===== config.mk =====
export PLATFORM = sky130hd
export DESIGN_NAME = mem_pipe
export DESIGN_NICKNAME = d
export VERILOG_FILES = /design/src/rtl/mem_pipe.sv
export SDC_FILE = /design/constraint.sdc
export NUM_CORES = 1
export LEC_CHECK = 0
export CAP_MARGIN = 20
export CORE_AREA = 2 2 147 106
export CTS_CLUSTER_SIZE = 24
export DETAILED_ROUTE_END_ITERATION = 7
export DIE_AREA = 0 0 149 108
export HOLD_SLACK_MARGIN = 0.08
export MAX_ROUTING_LAYER = met4
export SLEW_MARGIN = 10
export SYNTH_ARGS = -nofsm -noshare
export SYNTH_HDL_FRONTEND = slang
export SYNTH_SLANG_ARGS = --single-unit

===== constraint.sdc =====
create_clock -name clk -period 2.45 [get_ports clk]
set_clock_uncertainty 0.2 [all_clocks]
set_input_delay 0.3675 -clock clk [delete_from_list [all_inputs] [get_ports clk]]
set_output_delay 0.3675 -clock clk [all_outputs]
set_load 0.01 [all_outputs]

===== src/rtl/mem_pipe.sv =====
// mem_pipe: single-clock memory with one write port and one read port.
// After reset, or on clear_req, it sweeps zeros through every word. It has a
// configurable read latency (1 or 2) with a read_valid strobe, flags
// out-of-range addresses, and gives defined same-address collision results.
// Build option: define MEM_PIPE_BYPASS_EN for write-first collisions. The
// default build is read-first.
module mem_pipe #(
  parameter int unsigned DATA_WIDTH   = 8,
  parameter int unsigned ADDR_WIDTH   = 4,
  parameter int unsigned MEM_SIZE     = 16,
  parameter int unsigned READ_LATENCY = 1
) (
  input  logic                  clk,
  input  logic                  rst,
  input  logic                  clear_req,
  input  logic                  write_en,
  input  logic [ADDR_WIDTH-1:0] write_address,
  input  logic [DATA_WIDTH-1:0] data_in,
  input  logic                  read_en,
  input  logic [ADDR_WIDTH-1:0] read_address,
  output logic [DATA_WIDTH-1:0] data_out,
  output logic                  read_valid,
  output logic                  busy,
  output logic                  addr_err
);

  localparam logic [ADDR_WIDTH:0]   MEM_SIZE_L = (ADDR_WIDTH+1)'(MEM_SIZE);
  localparam logic [ADDR_WIDTH-1:0] LAST_PTR   = ADDR_WIDTH'(MEM_SIZE - 1);

  typedef enum logic [0:0] {
    CLEAR = 1'b0,
    READY = 1'b1
  } state_t;

  state_t                state_q, state_d;
  logic [ADDR_WIDTH-1:0] ptr_q, ptr_d;
  logic                  busy_q, busy_d;
  logic                  addr_err_q, addr_err_d;
  logic [DATA_WIDTH-1:0] data_out_q, data_out_d;
  logic                  read_valid_q, read_valid_d;
  logic [DATA_WIDTH-1:0] s1_data_q, s1_data_d;
  logic                  s1_valid_q, s1_valid_d;

  logic [DATA_WIDTH-1:0] mem_q [MEM_SIZE];

  logic                  mem_we_s;
  logic [ADDR_WIDTH-1:0] mem_waddr_s;
  logic [DATA_WIDTH-1:0] mem_wdata_s;
  logic                  wr_in_range_s;
  logic                  rd_in_range_s;
  logic                  rd_fire_s;
  logic [DATA_WIDTH-1:0] rd_word_s;

  assign wr_in_range_s = ({1'b0, write_address} < MEM_SIZE_L);
  assign rd_in_range_s = ({1'b0, read_address} < MEM_SIZE_L);

  // Next-state logic: sweep/ready control, port acceptance and the read pipeline.
  always_comb begin
    state_d      = state_q;
    ptr_d        = ptr_q;
    busy_d       = busy_q;
    addr_err_d   = 1'b0;
    mem_we_s     = 1'b0;
    mem_waddr_s  = ptr_q;
    mem_wdata_s  = '0;
    rd_fire_s    = 1'b0;
    rd_word_s    = '0;
    s1_valid_d   = 1'b0;
    s1_data_d    = s1_data_q;
    read_valid_d = 1'b0;
    data_out_d   = data_out_q;

    case (state_q)
      CLEAR: begin
        // One word zeroed per cycle. All port requests are ignored.
        mem_we_s    = 1'b1;
        mem_waddr_s = ptr_q;
        mem_wdata_s = '0;
        if (ptr_q == LAST_PTR) begin
          state_d = READY;
          busy_d  = 1'b0;
          ptr_d   = '0;
        end else begin
          ptr_d   = ptr_q + ADDR_WIDTH'(1);
        end
      end
      READY: begin
        if (clear_req) begin
          // Re-clear wins over any access in the same cycle.
          state_d = CLEAR;
          ptr_d   = '0;
          busy_d  = 1'b1;
        end else begin
          if (write_en && wr_in_range_s) begin
            mem_we_s    = 1'b1;
            mem_waddr_s = write_address;
            mem_wdata_s = data_in;
          end else begin
            mem_we_s    = 1'b0;
          end
          rd_fire_s  = read_en;
          addr_err_d = (write_en && !wr_in_range_s) || (read_en && !rd_in_range_s);
          if (read_en && rd_in_range_s) begin
`ifdef MEM_PIPE_BYPASS_EN
            if (write_en && (write_address == read_address)) begin
              rd_word_s = data_in;
            end else begin
              rd_word_s = mem_q[read_address];
            end
`else
            rd_word_s = mem_q[read_address];
`endif
          end else begin
            // Out-of-range reads return zero.
            rd_word_s = '0;
          end
        end
      end
      default: begin
        state_d = CLEAR;
        ptr_d   = '0;
        busy_d  = 1'b1;
      end
    endcase

    // Reads already in flight drain normally, even while clearing.
    if (READ_LATENCY == 2) begin
      s1_valid_d   = rd_fire_s;
      if (rd_fire_s) begin
        s1_data_d  = rd_word_s;
      end else begin
        s1_data_d  = s1_data_q;
      end
      read_valid_d = s1_valid_q;
      if (s1_valid_q) begin
        data_out_d = s1_data_q;
      end else begin
        data_out_d = data_out_q;
      end
    end else begin
      read_valid_d = rd_fire_s;
      if (rd_fire_s) begin
        data_out_d = rd_word_s;
      end else begin
        data_out_d = data_out_q;
      end
    end
  end

  // State and output registers. Reset restarts the sweep and flushes the read pipeline.
  always_ff @(posedge clk) begin
    if (rst) begin
      state_q      <= CLEAR;
      ptr_q        <= '0;
      busy_q       <= 1'b1;
      addr_err_q   <= 1'b0;
      data_out_q   <= '0;
      read_valid_q <= 1'b0;
      s1_data_q    <= '0;
      s1_valid_q   <= 1'b0;
    end else begin
      state_q      <= state_d;
      ptr_q        <= ptr_d;
      busy_q       <= busy_d;
      addr_err_q   <= addr_err_d;
      data_out_q   <= data_out_d;
      read_valid_q <= read_valid_d;
      s1_data_q    <= s1_data_d;
      s1_valid_q   <= s1_valid_d;
    end
  end

  // Storage array. It has no reset; the sweep is what zeroes it.
  always_ff @(posedge clk) begin
    if (mem_we_s && !rst) begin
      mem_q[mem_waddr_s] <= mem_wdata_s;
    end
  end

  assign data_out   = data_out_q;
  assign read_valid = read_valid_q;
  assign busy       = busy_q;
  assign addr_err   = addr_err_q;

endmodule


==> results of run 1 <==
## sequential cells by signal (all words and copies together) (netlist names)
name,count
read_valid,1
state_q,1
data_out,8
ptr_q,4
busy,1
mem_q,128
## routing by layer
metal	vias to the layer above	part of all wire, %	wire length, microns
li1	1390	-	-
met1	1591	48	6030
met2	110	44	5490
met3	10	7.9	991
met4	0	0.78	98
met5	-	0	0
## through the flow
| stage | setup TNS, ns | hold WS (ns) | cells | worst slack (ns) | total power, mW |
|---|---|---|---|---|---|
| floorplan | 0 | 0.263 | 320 | 0.362 | 2.86 |
| global placement | -0.126 | 0.231 | 554 | -0.0144 | 2.95 |
| detailed placement | -1.06 | 0.240 | 554 | -0.0424 | 2.95 |
| CTS | 0 | 0.247 | 584 | 0.392 | 5.35 |
| global route | 0 | 0.289 | 584 | 0.258 | 5.48 |
| finish | 0 | 0.246 | 584 | 0.364 | 5.30 |
## cells by family (layout without fill, tap and decap cells)
kind of cell	Yosys count	in the layout	synth area share [%]
xor gates and xnor gates	1	1	0.152
other	1	1	0.0653
buffers and inverters	22	91	2.40
adders and majority gates	1	1	0.218
muxes	50	50	14.4
DFF	143	143	72.1
AOI/OAI and AO/OA	40	40	4.73
and+or+nand+nor	62	62	5.97
## report_power, final
part,internal (mW),switching (mW)
registers,2.65,0.0133
logic,0.113,0.128
clock network,1.47,0.924
## Yosys cell counts (2+ instances only)
cell type and n:
nand2b_1 10, nor2b_1 2, buf_2 4, nor3b_1 2, dfxtp_1 15, mux4_1 6
nand3_1 2, buf_6 3, a32oi_1 7, o21ai_1 8, edfxtp_1 128, nand2_1 6
a22oi_1 8, clkbuf_1 5, and2_1 9, nand4b_1 2, mux2i_1 25, a31oi_1 6
buf_4 3, nand3b_1 2, nor2_1 21, mux4_2 18, inv_1 5, a21oi_1 7
## worst min-delay path, cell delays in order (launching register included)
cell and delay [ns]:
dfxtp_1 0.31, nand2_1 0.05, nand2_1 0.04
## path summary, 6_finish.rpt
check | end | slack [ns] | cells past startpoint
max | mem_q[1][7]$_DFFE_PP_ | 0.36 | 7
min reg2reg | busy$_SDFFE_PP1P_ | 0.25 | 2
max reg2reg | mem_q[1][7]$_DFFE_PP_ | 0.46 | 6
min | busy$_SDFFE_PP1P_ | 0.25 | 2
## layout make-up
type                       instances  area [sq um]
clock buffer                      18           429
clock inverter                    12           123
multi-input combinational        155          1460
inverter                           5          18.8
sequential                       143          4140
timing repair buffer              56           498
tap                              195           244
fill                            1255          7620
==> run metrics, run 1 <==
leading cell type in the layout, fill and taps excluded edfxtp_1; Top delay family on crit path buffers and inverters; status completed; fraction of registers with async set/reset 0%; Syn. warnings 0; diodes inserted 0; Cell Pwr Density 766 nW/um^2; first-pass GRT wire length 19100 microns; layer with the highest usage met1; most frequent CP cell buf_4; Distinct cells, synth 40; Post-Syn Instances 320; All-Layer GR Usage 17.4%; final instance area 6920 sq um; Critical Path, Cell by Cell clkdlybuf4s50_1, and3b_1, buf_4, o2bb2ai_1, nand3b_1, nor2_1, buf_4; Final Max Slew Viols 0; DIE AREA 16100 sq um; Max VDD drop 0.000475 V; met2 usage 23.4%; CP max stage cell clkdlybuf4s50_1; final setup vio count 0; register area share after synthesis 72.1%; top post-synthesis cells by area edfxtp_1, mux4_2, dfxtp_1; max_slew headroom 38.1%; hold_buf cts 0; layout cells sized above 1 19.8%; Slew @ Worst Pin 0.924 ns; Worst Path Arrival 2.00 ns; gr ovfl total 0; final period utilization 85.2%; GR Util met1 25.7%; critical path class in2reg; CP max stage delay 0.42 ns; Root Buffer clkbuf_16; CP required 2.36 ns; Post-Synthesis Cell Area 5750 sq um; H-tree depth 4; critical path launch point clear_req; CTS buffer count 17; clock slew at reported path FFs 0.06 ns; Hold Crit Start busy$_SDFFE_PP1P_; largest area contributor in the synthesized netlist edfxtp_1; Resize count post-CTS 0; Clock Sinks 143; initial antenna violation count 0; core region area 14500 sq um; Cell Rows 37; Fmax 479 MHz; CTS tree yes; Syn Nets 342; vias in the first global route 3059; Most used DFF post-synth edfxtp_1; minimum clock period 2.09 ns; initial core utilization 39.5%; Pre-Repair DR Iteration Count 4; pin count of the biggest net entering global routing 27; Final Hold Viols 0; commonest cells after routing, fill and taps aside edfxtp_1, clkdlybuf4s50_1, mux2i_1, buf_4, nor2_1; RSZ-0062 raised after global routing false; clk_lat worst skew 0.41 ns; Final #Nets 400; die width 149 microns; post-CTS setup buffer count 0; Via-to-Cell Ratio 5.31; Syn Area/Cell 18.0 sq um; DRC Markers 0; fin util 47.6%; drt total wl 12600 microns; Port Buffers 30; Bufs and invs on worst path 3; Worst setup SP type input port; LEAKAGE 2.55 nW; Die H 108 microns; share of the synthesized area in the top cell type 66.9%; max-cap violations 0; Layout area overhead 20.4%; Vias 3101; Routability Congestion 0.884; number of I/O pins 32; Hold/Removal Path Class reg2reg; CP max FO 9; synthesized flop and latch total 143; CP Capture Type flip-flop; placed inst area 6370 sq um; post-DR wirelength/cell 21.6 microns; post-route ant nets 0; Post-DP HPWL 8220 microns; Longest Clk Path Bufs 2; worst r2r src state_q$_SDFF_PP0_; Initial DRC Count 265; number of flops mapped to enable cells by yosys 128; M3 GR Usage 4.56%
Note: power is estimated with default switching activity, not from simulation.
==> run 2: changes to the inputs <==
Settings changed: CAP_MARGIN 20 to unset, CORE_AREA 2 2 147 106 to 2 2 142 109, DIE_AREA 0 0 149 108 to 0 0 144 111.
==> run 2 against run 1 <==
Compared with the run above:
- global-route usage down 0.46 points
- cell count up 2.4%
- register-to-register slack better by 0.03 ns
- sequential share of layout area down 0.48 points
- worst setup slack better by 0.032 ns
- combinational power up 2%
- power down 1.1%
- maximum frequency up 1.6%
- count of clock-buffer cells in the layout up 2
- first-iteration DRC count up 23%
- largest cell class unchanged
- non-clock buffer count up 2
==> run metrics, run 2 (same netlist as run 1, synthesis figures left out) <==
Post-DP HPWL 8030 microns (was 8220 microns); CP max stage delay 0.47 ns (was 0.42 ns); clock slew at reported path FFs 0.06 ns (about the same); CP max FO 17 (was 9); Flop pwr share 50.8% (was 50.2%); Worst setup SP type input port (unchanged); die width 144 microns (was 149 microns); Slew @ Worst Pin 0.727 ns (was 0.924 ns); Final Hold Viols 0 (unchanged); critical path class in2reg (unchanged); gr ovfl total 0 (unchanged); reg2reg end mem_q[1][1]$_DFFE_PP_ (was mem_q[1][7]$_DFFE_PP_); post-DR wirelength/cell 20.6 microns (was 21.6 microns); Fmax 487 MHz (was 479 MHz); CP required 2.41 ns (was 2.36 ns); pin count of the biggest net entering global routing 27 (unchanged); hold_buf cts 0 (unchanged); Worst Path Arrival 2.01 ns (was 2.00 ns); Max VDD drop 0.000507 V (was 0.000475 V); initial core utilization 38.9% (was 39.5%); Pwr Total 5.24 mW (was 5.30 mW); commonest cells after routing, fill and taps aside edfxtp_1, clkdlybuf4s50_1, mux2i_1, buf_4, nor2_1 (unchanged); RSZ-0062 raised after global routing false (unchanged); worst r2r src state_q$_SDFF_PP0_ (unchanged); internal power 4.17 mW (was 4.23 mW); clk_lat worst skew 0.41 ns (about the same); R2R depth 6 (unchanged); LEAKAGE 2.56 nW (was 2.55 nW); CP Capture Type flip-flop (unchanged); Hold Crit Start busy$_SDFFE_PP1P_ (unchanged); diodes inserted 0 (unchanged); max FFs per register 128 (unchanged); first-pass GRT wire length 18600 microns (was 19100 microns); vias in the first global route 3068 (was 3059); final period utilization 83.8% (was 85.2%); leading cell type in the layout, fill and taps excluded edfxtp_1 (unchanged); final setup vio count 0 (unchanged); hold path endpoint busy$_SDFFE_PP1P_ (unchanged); Final #Nets 402 (was 400); clock share of power 44.6% (was 45.2%); CTS buffer count 17 (unchanged); layout cells sized above 1 20.4% (was 19.8%); Longest Clk Path Bufs 2 (unchanged); status completed (unchanged); Comb pwr share 4.7% (was 4.5%); P_sw 1.07 mW (about the same); switch share 20.4% (was 20.1%); post-route ant nets 0 (unchanged); Clock Sinks 143 (unchanged); All-Layer GR Usage 17.0% (was 17.4%); minimum clock period 2.05 ns (was 2.09 ns); number of I/O pins 32 (unchanged); setup TNS 0 ns (unchanged); Initial DRC Count 326 (was 265); core region area 14800 sq um (was 14500 sq um); Root Buffer clkbuf_16 (unchanged); Routability Congestion 0.780 (was 0.884); Vias 3036 (was 3101); Worst R2R Setup Slack 0.49 ns (was 0.46 ns); hold-critical path depth 2 (unchanged); Hold/Removal Path Class reg2reg (unchanged); H-tree depth 4 (unchanged); max-cap violations 0 (unchanged); Critical Path, Cell by Cell clkdlybuf4s50_1, and3b_1, buf_12, nor3b_1, a31oi_1, nor2_1, buf_4 (was clkdlybuf4s50_1, and3b_1, buf_4, o2bb2ai_1, nand3b_1, nor2_1, buf_4); CTS tree yes (unchanged); max_slew headroom 51.5% (was 38.1%); Final Max Slew Viols 0 (unchanged); critical path launch point write_en (was clear_req); CP max stage cell clkdlybuf4s50_1 (unchanged); Top reg by flops mem_q (unchanged); initial antenna violation count 0 (unchanged); drt total wl 12300 microns (was 12600 microns); Resize count post-CTS 0 (unchanged); DRC Markers 0 (unchanged); Cell Rows 39 (was 37); Layout area overhead 21.4% (was 20.4%); Top delay family on crit path buffers and inverters (unchanged); Die H 111 microns (was 108 microns); DIE AREA 16000 sq um (was 16100 sq um); Via-to-Cell Ratio 5.08 (was 5.31); post-CTS setup buffer count 0 (unchanged); Cell Pwr Density 751 nW/um^2 (was 766 nW/um^2); Bufs and invs on worst path 3 (unchanged); Port Buffers 30 (unchanged); Pre-Repair DR Iteration Count 4 (unchanged)
==> run 2: worst max path at each step <==
| stage | endpoint | slack, ns | depth (start not counted) |
|---|---|---|---|
| 4_1_cts | mem_q[1][1]$_DFFE_PP_ | 0.43 | 4 |
| 3_5_place_dp | mem_q[1][3]$_DFFE_PP_ | -0.004 | 7 |
| 3_3_place_gp | mem_q[1][3]$_DFFE_PP_ | -0.007 | 7 |
| 5_1_grt | mem_q[1][1]$_DFFE_PP_ | 0.29 | 7 |
| 6_report | mem_q[1][1]$_DFFE_PP_ | 0.40 | 7 |
| 2_1_floorplan | mem_q[2][0]$_DFFE_PP_ | 0.36 | 5 |
==> run 2: metal layers <==
layer  up-vias  track usage (%)  wire length (microns)
li1       1399                -                      -
met1      1557             25.5                   5940
met2        71             23.0                   5600
met3         9             3.28                    663
met4         0             6.21                    101
met5         -                -                      0
==> run 2: cell type report <==
type | instances | area (sq um)
inverters | 5 | 18.8
multi-input cells | 155 | 1460
well taps | 205 | 256
clock inverters | 12 | 96.3
repair buffers | 58 | 551
fillers | 1253 | 7810
flip-flops and latches | 143 | 4140
clock buffers | 20 | 447
==> run 2: through the flow <==
| step | setup WS (ns) | instance area [sq um] | util [%] | hold slack [ns] | instances |
|---|---|---|---|---|---|
| finish | 0.396 | 6980 | 47.2 | 0.248 | 598 |
| global route | 0.292 | 6980 | 47.2 | 0.285 | 598 |
| CTS | 0.428 | 6980 | 47.2 | 0.255 | 598 |
| detailed placement | -0.00427 | 6430 | 43.5 | 0.244 | 566 |
| global placement | -0.00727 | 6430 | 43.5 | 0.225 | 566 |
| floorplan | 0.362 | 5750 | - | 0.263 | 320 |
==> run 2: power groups by stage <==
stage               Sequential (mW)  Combinational [mW]  Clock, mW
CTS                            2.66               0.247       2.38
finish                         2.66               0.245       2.34
global placement               2.71               0.244          0
floorplan                      2.71               0.151          0
global route                   2.66               0.264       2.50
detailed placement             2.71               0.246          0
==> run 2: worst reg2reg max path, delay by kind of cell (launching register included) <==
family	cells	cell delay [ns]
DFF	1	0.33
and+or+nand+nor	3	0.42
buffers and inverters	2	0.36
AOI/OAI and AO/OA	1	0.39
==> run 3: changes to the inputs <==
Clock period 2.45 ns to 1.7 ns, I/O delays scaled along.
==> run 3 against run 2 <==
Compared with the run above:
- the run now ends with setup timing left
- combinational power grew 110%
- utilization is 5.1 points higher
- sequential power rose by 44%
- largest power group unchanged
- highest routed layer unchanged
==> run metrics, run 3 (same netlist as run 1, synthesis figures left out) <==
status complete, but fails checks (was completed); failing checks setup timing; dpl cells 594 (was 566); minimum clock period 1.94 ns; Worst setup SP type input port (unchanged); max-cap violations 0 (unchanged); first-pass GRT wire length 19400 microns (was 18600 microns); clk_lat worst skew 0.41 ns (about the same); non-filler cells in the finished layout 632 (was 598); critical path class in2reg (unchanged); Die H 111 microns (unchanged); Top reg by flops mem_q (unchanged); CTS buffer count 17 (unchanged); Final WS setup -0.239 ns (was 0.396 ns); gr ovfl total 0 (unchanged); DRC Markers 0 (unchanged); Routability Congestion 0.795 (was 0.780); CP max FO 8 (was 17); Clock Sinks 143 (unchanged); max_slew headroom 57.0% (was 51.5%); max FFs per register 128 (unchanged); final setup vio count 128 (was 0); Fmax 516 MHz; Cell Pwr Density 1020 nW/um^2 (was 751 nW/um^2); worst hold slack 0.234 ns (was 0.248 ns); Final #Nets 436 (was 402); Critical Path, Cell by Cell clkdlybuf4s50_1, and3b_2, mux2i_2, nand3b_1, buf_6, nor2_4, buf_12 (was clkdlybuf4s50_1, and3b_1, buf_12, nor3b_1, a31oi_1, nor2_1, buf_4); CP required 1.62 ns (was 2.41 ns); final instance area 7730 sq um (was 6980 sq um); Vias 3247 (was 3036); placed inst area 6940 sq um (was 6430 sq um); Layout area overhead 34.5% (was 21.4%); Via-to-Cell Ratio 5.14 (was 5.08); commonest cells after routing, fill and taps aside edfxtp_1, buf_4, mux2i_1, buf_12, mux4_2 (was edfxtp_1, clkdlybuf4s50_1, mux2i_1, buf_4, nor2_1); leading cell type in the layout, fill and taps excluded edfxtp_1 (unchanged); diodes inserted 0 (unchanged); initial core utilization 38.9% (unchanged); Bufs and invs on worst path 3 (unchanged); Pre-Repair DR Iteration Count 4 (unchanged); Top delay family on crit path buffers and inverters (unchanged); All-Layer GR Usage 17.3% (was 17.0%); DIE AREA 16000 sq um (unchanged); Final Max Slew Viols 0 (unchanged); Root Buffer clkbuf_16 (unchanged); post-route ant nets 0 (unchanged); Initial DRC Count 212 (was 326); die width 144 microns (unchanged); H-tree depth 4 (unchanged); RSZ-0062 raised after global routing true (was false); Port Buffers 30 (unchanged); post-DR wirelength/cell 19.9 microns (was 20.6 microns); initial antenna violation count 0 (unchanged); CP max stage cell clkdlybuf4s50_1 (unchanged); Final Hold Viols 0 (unchanged); CP max stage delay 0.47 ns (about the same); final period utilization 114%; Worst Path Arrival 1.86 ns (was 2.01 ns); Longest Clk Path Bufs 2 (unchanged); Slew @ Worst Pin 0.643 ns (was 0.727 ns); CTS tree yes (unchanged); core region area 14800 sq um (unchanged); clock slew at reported path FFs 0.06 ns (about the same); drt total wl 12600 microns (was 12300 microns); Post-DP HPWL 8450 microns (was 8030 microns); Pwr Total 7.85 mW (was 5.24 mW); pin count of the biggest net entering global routing 20 (was 27); Max VDD drop 0.000740 V (was 0.000507 V); vias in the first global route 3384 (was 3068); Cell Rows 39 (unchanged); number of I/O pins 32 (unchanged); layout cells sized above 1 34.7% (was 20.4%); Hold/Removal Path Class reg2reg (unchanged); CP Capture Type flip-flop (unchanged); LEAKAGE 2.87 nW (was 2.56 nW)
==> run 3: cell type report <==
type / count / area [sq um]
fill: 1166 / 7060
sequential: 143 / 4150
multi-input combinational: 155 / 1680
timing repair buffer: 92 / 1060
clock buffer: 18 / 429
tap: 205 / 256
clock inverter: 14 / 134
inverter: 5 / 18.8
==> run 3: report_power, final <==
group          switching [mW]  leakage (nW)  internal, mW  total, mW
registers              0.0181          1.48          3.81       3.83
clock network            1.47         0.262          2.03       3.51
logic                   0.240          1.13         0.267      0.507
==> run 3: what timing repair did <==
| item | in CTS | in global routing |
|---|---|---|
| pin swaps | 9 | 10 |
| endpoints found under the hold margin | 0 | 0 |
| buffers inserted | 4 | 2 |
| resized for setup | 30 | 14 |
| hold buffers | 0 | 0 |
| gates cloned | 0 | 0 |
| endpoints found under the setup margin | 146 | 133 |
==> run 3: worst paths after layout <==
check,startpoint,slack (ns),cells past startpoint,endpoint
max,write_en,-0.24,7,mem_q[0][4]$_DFFE_PP_
min,busy$_SDFFE_PP1P_,0.23,2,busy$_SDFFE_PP1P_
max reg2reg,state_q$_SDFF_PP0_,-0.23,6,mem_q[0][4]$_DFFE_PP_
min reg2reg,busy$_SDFFE_PP1P_,0.23,2,busy$_SDFFE_PP1P_
==> run 3: per-stage QoR <==
step / util (%) / worst slack (ns) / TNS [ns]
detailed placement: 46.9 / -0.845 / -136.30
finish: 52.3 / -0.239 / -23.60
global placement: 46.9 / -0.790 / -130.78
CTS: 51.8 / -0.201 / -21.35
global route: 52.3 / -0.304 / -31.93
floorplan: - / -0.257 / -25.56
==> run 3: routing by layer <==
metal	up-vias	global-route usage, %	part of all wire, %
li1	1469	-	-
met1	1690	23.6	45
met2	80	26.1	49
met3	8	4.23	5.1
met4	0	4.90	0.62
met5	-	-	0
==> run 3: worst min-delay path: stages (launching register included) <==
cell     delay (ns)
dfxtp_1        0.31
nand2_1        0.05
nand2_1        0.04
==> RTL edit, RTL diff (config.mk and constraints of run 1) <==
Remove the register `read_valid_q`: a continuous assignment takes its place, so the output `read_valid` follows one clock earlier.
--- a/src/rtl/mem_pipe.sv
+++ b/src/rtl/mem_pipe.sv
@@ -157,3 +157,2 @@
       data_out_q   <= '0;
-      read_valid_q <= 1'b0;
       s1_data_q    <= '0;
@@ -166,3 +165,2 @@
       data_out_q   <= data_out_d;
-      read_valid_q <= read_valid_d;
       s1_data_q    <= s1_data_d;
@@ -171,2 +169,4 @@
   end
+
+  assign read_valid_q = read_valid_d;
 
Check against the original RTL: same outputs for any inputs over 10 cycles, from zero or initial values and one cycle with rst high; that may be too few to reach the edited logic, so the function may still have changed.
==> RTL edit against run 1 <==
  * Final area is 3.0% higher
  * Wire length shrank 0.59%
  * Combinational power is 5% higher
  * Critical endpoint is now read_valid
  * Hold slack improved by 32 ps
  * Sequential cell count is 1 lower
  * Cell count grew 2.1%
  * Setup slack worse by 280 ps
  * Synthesized area down 0.81%
  * Total power up 1.6%
  * Clock power increased by 3%
  * Sequential share of layout area down 2.0 points
  * Sequential power about the same
  * Critical path type is now input port to output pin
==> RTL edit: results (changes against run 1) <==
- Ratio of cells with drive above 1 in the final layout: 0.279 (was 0.198)
- Main area contributors after synthesis: edfxtp_1, mux4_2, dfxtp_1 (unchanged)
- GRT Util Overall: 0.173 (was 0.174)
- Synth cell types: 32 (was 40)
- Seq/Total Area, Yosys: 0.724 (was 0.721)
- Reg-to-Reg End: mem_q[4][2]$_DFFE_PP_ (was mem_q[1][7]$_DFFE_PP_)
- FF-to-FF setup slack: 370 ps (was 460 ps)
- Vias per cell: 5.22 (was 5.31)
- Post-Syn Area per Cell: 18.4 µm² (was 18.0 µm²)
- Worst-path fanout max: 3 (was 9)
- Met3 GRT Util: 0.0418 (was 0.0456)
- WP data arrival: 1800 ps (was 2000 ps)
- Met2 Track Usage GR: 0.241 (was 0.234)
- Placed cell count: 564 (was 554)
- Worst VDD drop: 0.506 mV (was 0.475 mV)
- Placed cell area: 0.00655 mm² (was 0.00637 mm²)
- Largest net degree at the start of global routing: 23 (was 27)
- Post-synthesis net count: 331 (was 342)
- Leakage: 2.41 nW (was 2.55 nW)
- Max-slew headroom: 0.573 (was 0.381)
- Run status: complete, no violations (unchanged)
- Commonest cells in the synthesized netlist: edfxtp_1, mux4_2, nor2_1 (was edfxtp_1, mux2i_1, nor2_1)
- Total Wirelength: 12500 µm (was 12600 µm)
- Worst path max stage delay: 530 ps (was 420 ps)
- Gpl congestion: 0.889 (was 0.884)
- Vias in the first global route: 3121 (was 3059)
- First-pass GRT wire length: 19100 µm (about the same)
- Violation count after the first detailed-route iteration: 310 (was 265)
RTL edit: kinds of logic after synthesis:
kind of cell,after synthesis,share of synthesized area
multiplexers,47,0.158
buffers and inverters,23,0.0202
XOR/XNOR,1,0.00154
flip-flops,142,0.724
adder cells (fa/ha/maj),1,0.00220
other,1,0.000658
AND/OR/NAND/NOR,58,0.0514
AO/OA/AOI/OAI,36,0.0428
RTL edit: timing repair:
| item | 4_1_cts | 5_1_grt |
|---|---|---|
| hold endpoints to repair | 0 | 0 |
| resized for setup | 1 | 0 |
| setup endpoints to repair | 1 | 0 |
RTL edit: power breakdown:
group	switching, mW	internal, mW	total [mW]
logic	0.116	0.136	0.252
registers	0.0173	2.64	2.65
clock network	0.983	1.49	2.48
total	1.12	4.27	5.38
RTL edit: worst min-delay path by stage:
| stage | from | to | slack [ps] | cells after the start |
|---|---|---|---|---|
| finish | data_out[3]$_SDFFE_PP0P_ | data_out[3]$_SDFFE_PP0P_ | 280 | 2 |
| global route | data_out[3]$_SDFFE_PP0P_ | data_out[3]$_SDFFE_PP0P_ | 320 | 2 |
| CTS | data_out[3]$_SDFFE_PP0P_ | data_out[3]$_SDFFE_PP0P_ | 280 | 2 |
| detailed placement | data_out[3]$_SDFFE_PP0P_ | data_out[3]$_SDFFE_PP0P_ | 270 | 2 |
| global placement | data_out[3]$_SDFFE_PP0P_ | data_out[3]$_SDFFE_PP0P_ | 280 | 2 |
| floorplan | data_out[3]$_SDFFE_PP0P_ | data_out[3]$_SDFFE_PP0P_ | 280 | 2 |
RTL edit: layer usage:
layer  up-vias  wire length (µm)  part of all wire
met4         0               107            0.0085
met1      1584              5700              0.45
met2       118              5710              0.46
li1       1400                 -                 -
met5         -                 0                 0
met3        11              1010             0.081
RTL edit: worst register-to-register path, delay by kind of cell (launching register included):
family | cells | cell delay, ps
and+or+nand+nor | 3 | 470
buffers and inverters | 2 | 430
AOI/OAI and AO/OA | 1 | 410
DFF | 1 | 330
RTL edit: final cells by class:
type | count | area (µm²)
flip-flops and latches | 142 | 4120
clock buffers | 18 | 429
multi-input cells | 144 | 1470
fillers | 1218 | 7410
inverters | 5 | 18.8
well taps | 195 | 244
clock inverters | 14 | 146
repair buffers | 78 | 698
RTL edit: stage by stage:
| stage | TNS (ps) | hold slack [ps] | setup slack (ps) |
|---|---|---|---|
| floorplan | 0 | 281 | 211 |
| CTS | 0 | 280 | 77.5 |
| global placement | -3160 | 277 | -110 |
| finish | 0 | 278 | 86.7 |
| global route | 0 | 320 | 34.3 |
| detailed placement | -15290 | 272 | -146 |
